File: config.mk
export PLATFORM = sky130hd
export DESIGN_NAME = history_fetch
export DESIGN_NICKNAME = d
export VERILOG_FILES = /design/src/rtl/history_pkg.sv /design/src/rtl/history_fetch_fifo.sv /design/src/rtl/history_fetch.sv
export SDC_FILE = /design/constraint.sdc
export NUM_CORES = 1
export LEC_CHECK = 0
export ABC_AREA = 1
export CELL_PAD_IN_SITES_DETAIL_PLACEMENT = 0
export CELL_PAD_IN_SITES_GLOBAL_PLACEMENT = 1
export CORE_ASPECT_RATIO = 1.5
export CORE_MARGIN = 2
export CORE_UTILIZATION = 46
export CTS_BUF_LIST = sky130_fd_sc_hd__clkbuf_4
export DETAILED_ROUTE_END_ITERATION = 10
export PLACE_DENSITY_LB_ADDON = 0.1
export SLEW_MARGIN = 20
export SYNTH_ARGS = -nofsm -noshare
export SYNTH_HDL_FRONTEND = slang
export SYNTH_HIERARCHICAL = 1
export SYNTH_SLANG_ARGS = --single-unit
File: constraint.sdc
create_clock -name clk -period 7.9 [get_ports clk]
set_clock_uncertainty 0.1 [all_clocks]
set_input_delay 1.58 -clock clk [delete_from_list [all_inputs] [get_ports clk]]
set_output_delay 1.58 -clock clk [all_outputs]
set_load 0.005 [all_outputs]
File: src/rtl/history_pkg.sv
// Shared defaults and FSM state type for the history buffer and its fetch engine.
// HISTORY_FETCH_CHECKSUM_EN adds the CSUM state used for the trailing XOR byte.
package history_pkg;

  localparam int HIST_DEPTH      = 256;
  localparam int HIST_ADDR_WIDTH = 8;

`ifdef HISTORY_FETCH_CHECKSUM_EN
  typedef enum logic [1:0] {
    ST_IDLE  = 2'd0,
    ST_FETCH = 2'd1,
    ST_DRAIN = 2'd2,
    ST_CSUM  = 2'd3
  } history_fetch_state_t;
`else
  typedef enum logic [1:0] {
    ST_IDLE  = 2'd0,
    ST_FETCH = 2'd1,
    ST_DRAIN = 2'd2
  } history_fetch_state_t;
`endif

endpackage

File: src/rtl/history_fetch_fifo.sv
// 4-entry output FIFO for history_fetch: 8-bit byte plus a final-byte marker.
// Head outputs read as zero while empty.
module history_fetch_fifo (
  input  logic       clk,
  input  logic       rst,
  input  logic       push,
  input  logic [7:0] push_data,
  input  logic       push_last,
  input  logic       pop,
  output logic [2:0] count,
  output logic       valid,
  output logic [7:0] head_data,
  output logic       head_last
);

  logic [8:0] mem_q [4];
  logic [8:0] mem_d [4];
  logic [1:0] wr_ptr_q, wr_ptr_d;
  logic [1:0] rd_ptr_q, rd_ptr_d;
  logic [2:0] count_q, count_d;
  logic       do_push, do_pop;

  assign do_pop  = pop & (count_q != 3'd0);
  assign do_push = push & (count_q != 3'd4);

  always_comb begin
    mem_d    = mem_q;
    wr_ptr_d = wr_ptr_q;
    rd_ptr_d = rd_ptr_q;
    if (do_push) begin
      mem_d[wr_ptr_q] = {push_last, push_data};
      wr_ptr_d        = wr_ptr_q + 2'd1;
    end
    if (do_pop) begin
      rd_ptr_d = rd_ptr_q + 2'd1;
    end
    count_d = count_q + {2'b00, do_push} - {2'b00, do_pop};
  end

  always_ff @(posedge clk or posedge rst) begin
    if (rst) begin
      wr_ptr_q <= 2'd0;
      rd_ptr_q <= 2'd0;
      count_q  <= 3'd0;
    end else begin
      wr_ptr_q <= wr_ptr_d;
      rd_ptr_q <= rd_ptr_d;
      count_q  <= count_d;
    end
  end

  always_ff @(posedge clk) begin
    mem_q <= mem_d;
  end

  assign count     = count_q;
  assign valid     = (count_q != 3'd0);
  assign head_data = valid ? mem_q[rd_ptr_q][7:0] : 8'h00;
  assign head_last = valid ? mem_q[rd_ptr_q][8] : 1'b0;

endmodule

File: src/rtl/history_fetch.sv
// Replays a window of the history buffer oldest-first on a valid/ready byte stream.
// HISTORY_FETCH_CHECKSUM_EN appends an XOR checksum byte carrying out_last.
//
// state    | meaning
// ---------+-----------------------------------------------------------
// ST_IDLE  | waiting for start; zero-length and out-of-range rejected here
// ST_FETCH | issuing buffer reads, oldest index first, gated by FIFO credit
// ST_DRAIN | all reads issued; streaming out until the final data byte
// ST_CSUM  | presenting the checksum byte (checksum build only)
module history_fetch
  import history_pkg::*;
#(
  parameter int DEPTH      = HIST_DEPTH,
  parameter int ADDR_WIDTH = HIST_ADDR_WIDTH
) (
  input  logic                  clk,
  input  logic                  rst,
  input  logic                  start,
  input  logic [ADDR_WIDTH-1:0] start_offset,
  input  logic [ADDR_WIDTH:0]   start_len,
  output logic                  busy,
  output logic                  done,
  output logic                  err,
  output logic                  buf_read_en,
  output logic [ADDR_WIDTH-1:0] buf_read_index,
  input  logic [7:0]            buf_read_data,
  input  logic [ADDR_WIDTH:0]   buf_count,
  output logic                  out_valid,
  output logic [7:0]            out_data,
  output logic                  out_last,
  input  logic                  out_ready
);

  localparam int LW = ADDR_WIDTH + 1;

  history_fetch_state_t  state_q, state_d;
  logic [ADDR_WIDTH-1:0] offset_q, offset_d;
  logic [LW-1:0]         len_q, len_d;
  logic [LW-1:0]         rd_cnt_q, rd_cnt_d;
  logic                  inflight_q, inflight_d;
  logic                  inflight_last_q, inflight_last_d;
  logic                  done_q, done_d;
  logic                  err_q, err_d;
`ifdef HISTORY_FETCH_CHECKSUM_EN
  logic [7:0]            csum_q, csum_d;
`endif

  logic [2:0]            fifo_count;
  logic                  fifo_valid, fifo_last, fifo_pop;
  logic [7:0]            fifo_data;
  logic                  credit_ok, rd_en, final_rd, last_hs, reject;
  logic [ADDR_WIDTH+1:0] need_w;
  logic [ADDR_WIDTH-1:0] rd_idx;

  // Window end is computed wide so offset+len never wraps against buf_count.
  assign need_w = {2'b00, start_offset} + {1'b0, start_len};
  assign reject = (need_w > {1'b0, buf_count}) || (start_len > LW'(DEPTH));

  // At most two bytes committed (queued or returning) keeps the 4-deep FIFO safe.
  assign credit_ok = ({1'b0, fifo_count} + {3'b000, inflight_q}) <= 4'd2;
  assign rd_en     = (state_q == ST_FETCH) && credit_ok;
  assign final_rd  = (rd_cnt_q + LW'(1)) == len_q;
  assign rd_idx    = offset_q + len_q[ADDR_WIDTH-1:0] - rd_cnt_q[ADDR_WIDTH-1:0]
                     - ADDR_WIDTH'(1);

  assign fifo_pop = fifo_valid & out_ready;
  assign last_hs  = fifo_pop & fifo_last;

  always_comb begin
    state_d         = state_q;
    offset_d        = offset_q;
    len_d           = len_q;
    rd_cnt_d        = rd_cnt_q;
    inflight_d      = rd_en;
    inflight_last_d = rd_en & final_rd;
    done_d          = 1'b0;
    err_d           = 1'b0;
`ifdef HISTORY_FETCH_CHECKSUM_EN
    csum_d          = fifo_pop ? (csum_q ^ fifo_data) : csum_q;
`endif
    case (state_q)
      ST_IDLE: begin
        if (start) begin
          offset_d = start_offset;
          len_d    = start_len;
          rd_cnt_d = '0;
`ifdef HISTORY_FETCH_CHECKSUM_EN
          csum_d   = 8'h00;
`endif
          if (start_len == '0) begin
            done_d = 1'b1;
          end else if (reject) begin
            err_d = 1'b1;
          end else begin
            state_d = ST_FETCH;
          end
        end
      end
      ST_FETCH: begin
        if (rd_en) begin
          rd_cnt_d = rd_cnt_q + LW'(1);
          if (final_rd) state_d = ST_DRAIN;
        end
      end
      ST_DRAIN: begin
        if (last_hs) begin
`ifdef HISTORY_FETCH_CHECKSUM_EN
          state_d = ST_CSUM;
`else
          state_d = ST_IDLE;
          done_d  = 1'b1;
`endif
        end
      end
`ifdef HISTORY_FETCH_CHECKSUM_EN
      ST_CSUM: begin
        if (out_ready) begin
          state_d = ST_IDLE;
          done_d  = 1'b1;
        end
      end
`endif
      default: state_d = ST_IDLE;
    endcase
  end

  always_ff @(posedge clk or posedge rst) begin
    if (rst) begin
      state_q         <= ST_IDLE;
      offset_q        <= '0;
      len_q           <= '0;
      rd_cnt_q        <= '0;
      inflight_q      <= 1'b0;
      inflight_last_q <= 1'b0;
      done_q          <= 1'b0;
      err_q           <= 1'b0;
`ifdef HISTORY_FETCH_CHECKSUM_EN
      csum_q          <= 8'h00;
`endif
    end else begin
      state_q         <= state_d;
      offset_q        <= offset_d;
      len_q           <= len_d;
      rd_cnt_q        <= rd_cnt_d;
      inflight_q      <= inflight_d;
      inflight_last_q <= inflight_last_d;
      done_q          <= done_d;
      err_q           <= err_d;
`ifdef HISTORY_FETCH_CHECKSUM_EN
      csum_q          <= csum_d;
`endif
    end
  end

  history_fetch_fifo u_fifo (
    .clk       (clk),
    .rst       (rst),
    .push      (inflight_q),
    .push_data (buf_read_data),
    .push_last (inflight_last_q),
    .pop       (fifo_pop),
    .count     (fifo_count),
    .valid     (fifo_valid),
    .head_data (fifo_data),
    .head_last (fifo_last)
  );

  assign busy           = (state_q != ST_IDLE);
  assign done           = done_q;
  assign err            = err_q;
  assign buf_read_en    = rd_en;
  assign buf_read_index = rd_en ? rd_idx : '0;

`ifdef HISTORY_FETCH_CHECKSUM_EN
  assign out_valid = fifo_valid | (state_q == ST_CSUM);
  assign out_data  = (state_q == ST_CSUM) ? csum_q : fifo_data;
  assign out_last  = (state_q == ST_CSUM);
`else
  assign out_valid = fifo_valid;
  assign out_data  = fifo_data;
  assign out_last  = fifo_last;
`endif

endmodule

==> results.json, run 1 <==
{
  "synth_area_per_cell_um2": 8.24,
  "drc": 0,
  "synth-edff-count": 36,
  "required_ns": 6.22,
  "r2r-start": "u_fifo/count[1]$_DFF_PP0_",
  "dr_wl_met2_um": 5580,
  "synth_nets": 648,
  "synthTopCellsByCount": "nand2_1 (130), inv_1 (128), nand3_1 (48)",
  "hold_start": "inflight_last_q$_DFF_PP0_",
  "max_freq_ghz": 0.207,
  "nets": 711,
  "grt_usage_pct": 19.5,
  "path_clk_slew_ns": 0.12,
  "synth-simple-area-share_pct": 21.0,
  "top_layer": "met4",
  "synth_xor_area_share_pct": 2.99,
  "cap_violations": 0,
  "via_count": 3695,
  "async_flop_share_pct": 52.0,
  "leakagePower_nw": 2.79,
  "finalNonFillerCells": 754,
  "critical_path_class": "flip-flop to output port",
  "vdd_ir_drop_max_mv": 0.302,
  "yosysWarnings": 6,
  "h-tree-depth": 3,
  "cts_buffers": 9,
  "synth_compound_area_share_pct": 7.38,
  "grt_pass1_vias": 3596,
  "reg2reg_slack_ns": 5.50,
  "viasPerCell": 4.90,
  "overflow": 0,
  "totalWireLength_um": 10100,
  "synth.area.top_cells": "edfxtp_1 (23%), dfrtp_1 (21%), nand2_1 (10%), inv_1 (10%), ha_1 (8.6%)",
  "clockRootBuffer": "clkbuf_4",
  "start_util_pct": 46.7,
  "rsz0062_at_grt": "false",
  "reg2reg_to": "u_fifo/count[2]$_DFF_PP0_",
  "dieArea_mm2": 0.0110,
  "insertion_delay_ns": 0.43,
  "hp-class": "flip-flop to flip-flop",
  "drive_gt1_share_pct": 5.03,
  "yosysTopAreaCell": "edfxtp_1",
  "slew_headroom_pct": 36.2,
  "nFillCells": 995,
  "cp-end-kind": "output port",
  "clkSinkCount": 75,
  "cp.arrival_ns": 3.14,
  "cellPowerDensity_mw_per_mm2": 382,
  "final_cell_area_mm2": 0.00555,
  "m1WireLength_um": 3840,
  "final_util_pct": 55.4,
  "cts.repair.resized": 0,
  "netlist_area_mm2": 0.00468,
  "areaGrowthSynthToFinish_pct": 18.6,
  "ios": 60,
  "hold_end": "u_fifo/mem_q[35]$_DFFE_PP_",
  "yosys.area.top_type_share_pct": 23.1,
  "drt-pass1-iter-count": 4,
  "setup_viol": 0,
  "cts.hold.buffers_added": 0,
  "crit_fanout": 3,
  "finalHoldViolCount": 0,
  "tritoncts": "done",
  "synth_top_family_by_area": "simple AND/OR/NAND/NOR gates",
  "syn_inst": 568,
  "ys_seq_area_share_pct": 44.0,
  "clock_path_buffers": 2,
  "synth_ff_type": "dfrtp_1",
  "fin_setup_tns_ns": 0,
  "rows": 45,
  "die-height_um": 128,
  "yosysMostFrequentCell": "nand2_1",
  "period_share_pct": 61.0,
  "start_kind": "flip-flop",
  "worst_pin_slew_ns": 0.954,
  "place.port_buffers": 59,
  "postCtsSetupBuffers": 0,
  "place_area_mm2": 0.00539,
  "post-place-cells": 737,
  "grt_pass1_wl_um": 16500,
  "synth-seq-cells": 75,
  "dpl.hpwl_um": 7740,
  "grt_max_degree": 40,
  "wire_per_inst_um": 13.3,
  "antenna_found_initial": 1,
  "fp.dieW_um": 86.4,
  "drtIter0Drc": 110,
  "hold_path_depth": 0,
  "ant_nets": 0,
  "synth_fa_ha_area_share_pct": 12.8,
  "status": "completed",
  "hold_ws_ns": 0.410,
  "final-max-slew-violation-count": 0,
  "ys_types": 37,
  "r2r.worst_path.cells": 13,
  "route.met3.wl_um": 343,
  "gp_congestion": 0.809,
  "core-area_mm2": 0.0100,
  "muxShareOfSynthArea_pct": 0.241,
  "fin_crit_ns": 4.82
}
==> critical path, stage by stage (launching register included) <==
cell and delay [ns]:
dfrtp_1 0.40, inv_1 0.07, fa_1 0.50, inv_1 0.04
ha_1 0.21, fa_1 0.42, nand3_1 0.10, nand3_1 0.10
a21oi_1 0.14, o21bai_1 0.08, o21ai_0 0.14, a21oi_1 0.06
clkdlybuf4s50_1 0.45
==> layout by cell type, fill, tap and decap left out, types with 4 or more instances in the layout <==
cell	synthesis	layout
xnor2_1	7	7
inv_2	5	5
o21ai_0	11	11
a21oi_1	36	36
fa_1	10	10
edfxtp_1	36	36
ha_1	32	32
xor2_1	9	9
clkdlybuf4s50_1	0	59
inv_1	128	128
nand4_1	4	4
clkbuf_4	0	9
o22ai_1	5	5
nand3_1	48	48
nand2_1	130	130
nor2_1	36	36
dfrtp_1	39	39
==> cell type report <==
class	count	area (µm²)	area share, %
antenna	1	2.50	0.0451
clock buffer	9	67.6	1.22
clock inverter	7	90.1	1.62
inverter	134	503	9.06
multi-input combinational	350	2080	37.5
sequential	75	2060	37.1
tap	117	146	2.64
timing repair buffer	61	606	10.9
==> how the worst max path moves through the flow <==
stage / endpoint / from / cells past startpoint
floorplan: buf_read_index[7] / len_q[1]$_DFFE_PP0P_ / 11
global placement: state_q[0]$_DFFE_PP0P_ / start_offset[0] / 19
detailed placement: state_q[0]$_DFFE_PP0P_ / start_offset[0] / 18
CTS: buf_read_index[7] / len_q[1]$_DFFE_PP0P_ / 12
global route: buf_read_index[3] / inflight_q$_DFF_PP0_ / 9
finish: buf_read_index[7] / len_q[1]$_DFFE_PP0P_ / 12
==> sequential cells by signal, indices dropped and copies added (netlist names) <==
name	count
done	1
err	1
inflight_last_q	1
inflight_q	1
len_q	9
offset_q	8
rd_cnt_q	9
state_q	2
u_fifo/count	3
u_fifo/mem_q	36
u_fifo/rd_ptr_q	2
u_fifo/wr_ptr_q	2
==> per-layer routing <==
metal	track usage, %	vias up
li1	-	1915
met1	20.8	1681
met2	36.2	78
met3	3.55	21
met4	9.28	0
met5	0	-
==> cell families (layout without fill, tap and decap cells) <==
logic type,Yosys count,count (layout)
DFF,75,75
AOI/OAI and AO/OA,63,63
adders and majority gates,42,42
and+or+nand+nor,228,228
xor gates and xnor gates,16,16
other,0,1
buffers and inverters,143,211
muxes,1,1
==> stage by stage <==
step	setup slack, ns	power [mW]
finish	3.08	2.12
global route	2.85	2.36
CTS	3.02	2.16
detailed placement	3.42	1.89
global placement	3.53	1.86
floorplan	4.10	1.41
==> power by group <==
group	leakage [nW]	switching (mW)	internal (mW)	total, mW
Clock	0.0854	0.135	0.127	0.263
Sequential	0.802	0.106	0.535	0.641
Combinational	1.90	0.660	0.557	1.22
(Power assumes the default switching activity.)
==> run 2: changes to the inputs <==
CORE_UTILIZATION = 39   (was 46)
clock period = 4.25 ns   (was 7.9 ns; I/O delays follow)
==> results.json, run 2 (synthesized netlist as in run 1, its figures left out) <==
{
  "drc": 0,
  "gp_congestion": 0.778,
  "die-height_um": 138,
  "diodes": 0,
  "finalNonFillerCells": 792,
  "insertion_delay_ns": 0.43,
  "max_stage_delay_ns": 0.51,
  "cts_buffers": 9,
  "fin_setup_tns_ns": 0,
  "cap_violations": 0,
  "cp-end-kind": "output port",
  "max_freq_ghz": 0.249,
  "antenna_found_initial": 0,
  "dpl.hpwl_um": 7880,
  "cp_slowest_cell": "clkdlybuf4s50_1",
  "largest_reg_flops": 36,
  "r2r-start": "u_fifo/count[1]$_DFF_PP0_",
  "vdd_ir_drop_max_mv": 0.476,
  "start_kind": "flip-flop",
  "final-max-slew-violation-count": 0,
  "hold_start": "inflight_last_q$_DFF_PP0_",
  "grt_pass1_vias": 3716,
  "h-tree-depth": 3,
  "wire_per_inst_um": 12.9,
  "slew_headroom_pct": 36.9,
  "grt_pass1_wl_um": 17100,
  "worst_pin_slew_ns": 0.944,
  "tritoncts": "done",
  "rsz0062_at_grt": "false",
  "cts.hold.buffers_added": 0,
  "cp_cell_sequence": "inv_1, fa_1, inv_1, ha_1, fa_2, nand3_1, nand3_1, a21oi_2, o21bai_1, a21oi_1, clkdlybuf4s50_1",
  "ant_nets": 0,
  "period_share_pct": 94.6,
  "start_util_pct": 39.5,
  "path_clk_slew_ns": 0.12,
  "fin_ws_ns": 0.229,
  "drive_gt1_share_pct": 6.10,
  "viasPerCell": 4.66,
  "clkSinkCount": 75,
  "crit_fanout": 3,
  "fin_crit_ns": 4.02,
  "final_common_cell": "nand2_1",
  "required_ns": 3.30,
  "grt_max_degree": 33,
  "top_regs": "u_fifo/mem_q: 36 flops, len_q: 9 flops, rd_cnt_q: 9 flops",
  "status": "completed",
  "dieArea_mm2": 0.0129,
  "finalHoldViolCount": 0,
  "critical_path_class": "flip-flop to output port",
  "top_register": "u_fifo/mem_q",
  "post-place-cells": 776,
  "ios": 60,
  "via_count": 3692,
  "setup_viol": 0,
  "crit_start": "len_q[1]$_DFFE_PP0P_",
  "areaGrowthSynthToFinish_pct": 20.9,
  "drt-pass1-iter-count": 4,
  "final_util_pct": 47.8,
  "drtIter0Drc": 148,
  "grt_usage_pct": 17.1,
  "hp-class": "flip-flop to flip-flop",
  "clockRootBuffer": "clkbuf_4",
  "leakagePower_nw": 2.81,
  "nets": 714,
  "core-area_mm2": 0.0118,
  "cellPowerDensity_mw_per_mm2": 723,
  "post-place-ws_ns": 0.532,
  "totalWireLength_um": 10200,
  "fp.dieW_um": 93.4,
  "place.port_buffers": 59,
  "final_cell_mix": "nand2_1 (130), inv_1 (128), clkdlybuf4s50_1 (59)",
  "rows": 49,
  "cp.arrival_ns": 3.07,
  "clock_path_buffers": 2,
  "overflow": 0
}
run 2: repair_timing:
action                     in CTS  in global routing
resized for setup               0                  3
setup buffers                   0                  0
setup endpoints to repair       0                  1
run 2: worst paths after layout:
| kind | to | slack (ns) | cells after the start |
|---|---|---|---|
| setup / recovery | buf_read_index[7] | 0.23 | 11 |
| hold / removal | u_fifo/mem_q[17]$_DFFE_PP_ | 0.41 | 0 |
| setup reg to reg | u_fifo/count[2]$_DFF_PP0_ | 1.84 | 13 |
| hold reg to reg | u_fifo/mem_q[17]$_DFFE_PP_ | 0.41 | 0 |
| max in group asynchronous | len_q[5]$_DFFE_PP0P_ | 3.01 | 3 |
| min in group asynchronous | u_fifo/count[2]$_DFF_PP0_ | 0.56 | 2 |
run 2: critical path, delay by kind of cell, from the launching register on:
family	cells	cell delay, ns
fa+ha+maj	3	1.08
flops	1	0.40
compound gates	3	0.34
buf+inv	3	0.62
simple gates	2	0.20
run 2: routing by layer:
layer	track usage, %	vias up	part of all wire, %
met5	0	-	0
li1	-	1908	-
met2	33.5	74	57
met4	5.80	0	1.9
met3	3.16	13	3.3
met1	17.5	1697	37
run 2: cell type report:
type	instances	area (µm²)
Timing Repair Buffer	64	628
Clock inverter	7	124
Clock buffer	9	67.6
Fill cell	1166	6180
Sequential cell	75	2060
Multi-Input combinational cell	350	2090
Inverter	134	503
Tap cell	153	191
run 2: through the flow:
stage | power, mW | hold WS (ns) | instance area, µm²
floorplan | 2.63 | 0.355 | 4680
global placement | 3.51 | 0.360 | 5460
detailed placement | 3.55 | 0.378 | 5460
CTS | 4.13 | 0.410 | 5650
global route | 4.53 | 0.432 | 5660
finish | 4.09 | 0.406 | 5660
run 2: power breakdown:
part / total, mW / internal (mW) / switching [mW]
Sequential: 1.16 / 0.995 / 0.166
Combinational: 2.36 / 1.07 / 1.29
Clock: 0.570 / 0.302 / 0.268
Total: 4.09 / 2.37 / 1.72
==> run 3: changes to the inputs <==
CORE_MARGIN = not set   (was 2)
REMOVE_ABC_BUFFERS = 1   (was not set)
==> results.json, run 3 (synthesized netlist as in run 1, its figures left out) <==
{
  "vdd_ir_drop_max_mv": 0.466,
  "hold_ws_ns": 0.422,
  "cp-end-kind": "output port",
  "core-area_mm2": 0.0116,
  "grt_usage_pct": 17.6,
  "path_clk_slew_ns": 0.13,
  "rows": 48,
  "dieArea_mm2": 0.0124,
  "max_stage_delay_ns": 0.50,
  "crit_fanout": 3,
  "antenna_found_initial": 1,
  "slew_headroom_pct": 40.6,
  "viasPerCell": 4.66,
  "start_util_pct": 40.4,
  "setup_viol": 0,
  "areaGrowthSynthToFinish_pct": 21.0,
  "fp.dieW_um": 91.4,
  "overflow": 0,
  "critical_path_class": "flip-flop to output port",
  "register_area_mm2": 0.00206,
  "top_register": "u_fifo/mem_q",
  "cp_slowest_cell": "fa_1",
  "cellPowerDensity_mw_per_mm2": 724,
  "ant_nets": 0,
  "nets": 713,
  "tritoncts": "done",
  "place.port_buffers": 59,
  "cts.hold.buffers_added": 0,
  "cpLargestDelayFamily": "adder cells",
  "drc": 0,
  "hp-class": "flip-flop to flip-flop",
  "status": "completed",
  "drive_gt1_share_pct": 6.11,
  "fin_setup_tns_ns": 0,
  "finalPower_mw": 4.10,
  "leakagePower_nw": 2.81,
  "h-tree-depth": 3,
  "start_kind": "flip-flop",
  "postCtsSetupBuffers": 0,
  "finalHoldViolCount": 0,
  "worst_pin_slew_ns": 0.888,
  "clock_path_buffers": 2,
  "grt_pass1_wl_um": 16700,
  "cp.buffers_inverters": 3,
  "insertion_delay_ns": 0.42,
  "top_regs": "u_fifo/mem_q: 36 flops, len_q: 9 flops, rd_cnt_q: 9 flops",
  "dpl.hpwl_um": 7850,
  "final_common_cell": "nand2_1",
  "drtIter0Drc": 133,
  "cts_buffers": 9,
  "wire_per_inst_um": 12.9,
  "largest_reg_flops": 36,
  "totalWireLength_um": 10200,
  "drt-pass1-iter-count": 6,
  "grt_max_degree": 33,
  "clkSinkCount": 75,
  "ios": 60,
  "cp_cell_sequence": "inv_1, fa_1, inv_1, ha_1, fa_2, nand3_1, nand3_1, a21oi_2, o21bai_1, o21ai_0, a21oi_1, clkdlybuf4s50_1",
  "final_util_pct": 48.8,
  "post-place-ws_ns": 0.540,
  "clockRootBuffer": "clkbuf_4",
  "die-height_um": 136,
  "period_share_pct": 95.1,
  "required_ns": 3.30,
  "nFillCells": 1133,
  "final_cell_mix": "nand2_1 (130), inv_1 (128), clkdlybuf4s50_1 (59)",
  "via_count": 3675,
  "multiInputGateArea_mm2": 0.00210,
  "fin_ws_ns": 0.208,
  "cp.arrival_ns": 3.09,
  "grt_pass1_vias": 3600,
  "final-max-slew-violation-count": 0,
  "gp_congestion": 0.808,
  "cap_violations": 0,
  "max_freq_ghz": 0.247,
  "fin_crit_ns": 4.04
}
run 3: changes by cell type in the layout (fill, tap and decap cells not counted), sizes merged:
cell   change
buf        -1
diode      +1
run 3: timing repair:
action,4_1_cts,5_1_grt
gates resized for setup,0,3
setup endpoints to repair,0,2
hold endpoints to repair,0,0
run 3: worst register-to-register path, cell delays in order, from the launching register on:
cell	delay, ns
dfrtp_1	0.48
inv_1	0.10
nand3b_1	0.22
nand2_1	0.19
inv_1	0.08
nand2_1	0.08
inv_1	0.05
ha_1	0.26
inv_1	0.05
ha_1	0.12
inv_1	0.04
fa_1	0.47
inv_1	0.04
run 3: final cells by class:
cell class / instances / share of cell area [%]
multi-input cells: 350 / 37.1
flip-flops and latches: 75 / 36.3
repair buffers: 63 / 11.0
inverters: 134 / 8.89
well taps: 150 / 3.32
clock inverters: 7 / 2.19
clock buffers: 9 / 1.19
diodes: 1 / 0.0442
run 3: worst paths after layout:
| path | end | depth (start not counted) | start | slack, ns |
|---|---|---|---|---|
| setup / recovery | buf_read_index[7] | 12 | len_q[1]$_DFFE_PP0P_ | 0.21 |
| hold / removal | u_fifo/mem_q[35]$_DFFE_PP_ | 0 | inflight_last_q$_DFF_PP0_ | 0.42 |
| setup reg to reg | u_fifo/count[1]$_DFF_PP0_ | 12 | u_fifo/count[1]$_DFF_PP0_ | 1.88 |
| hold reg to reg | u_fifo/mem_q[35]$_DFFE_PP_ | 0 | inflight_last_q$_DFF_PP0_ | 0.42 |
| max in group asynchronous | len_q[5]$_DFFE_PP0P_ | 3 | rst | 3.00 |
| min in group asynchronous | u_fifo/count[0]$_DFF_PP0_ | 2 | rst | 0.58 |
run 3: power by group:
group / internal [mW] / switching, mW / total [mW] / leakage, nW
logic: 1.08 / 1.25 / 2.33 / 1.91
registers: 0.995 / 0.200 / 1.19 / 0.802
clock network: 0.303 / 0.267 / 0.569 / 0.0971
total: 2.38 / 1.72 / 4.10 / 2.81
run 3: routing by layer:
metal	vias up	routed length, µm	global-route usage, %
li1	1906	-	-
met1	1704	4000	17.8
met2	57	5750	35.3
met3	8	305	3.02
met4	0	108	6.44
met5	-	0	0
run 3: stage by stage:
step | instance area (µm²) | std cells
detailed placement | 5450 | 772
finish | 5660 | 789
floorplan | 4640 | 559
CTS | 5640 | 788
global placement | 5450 | 772
global route | 5660 | 789
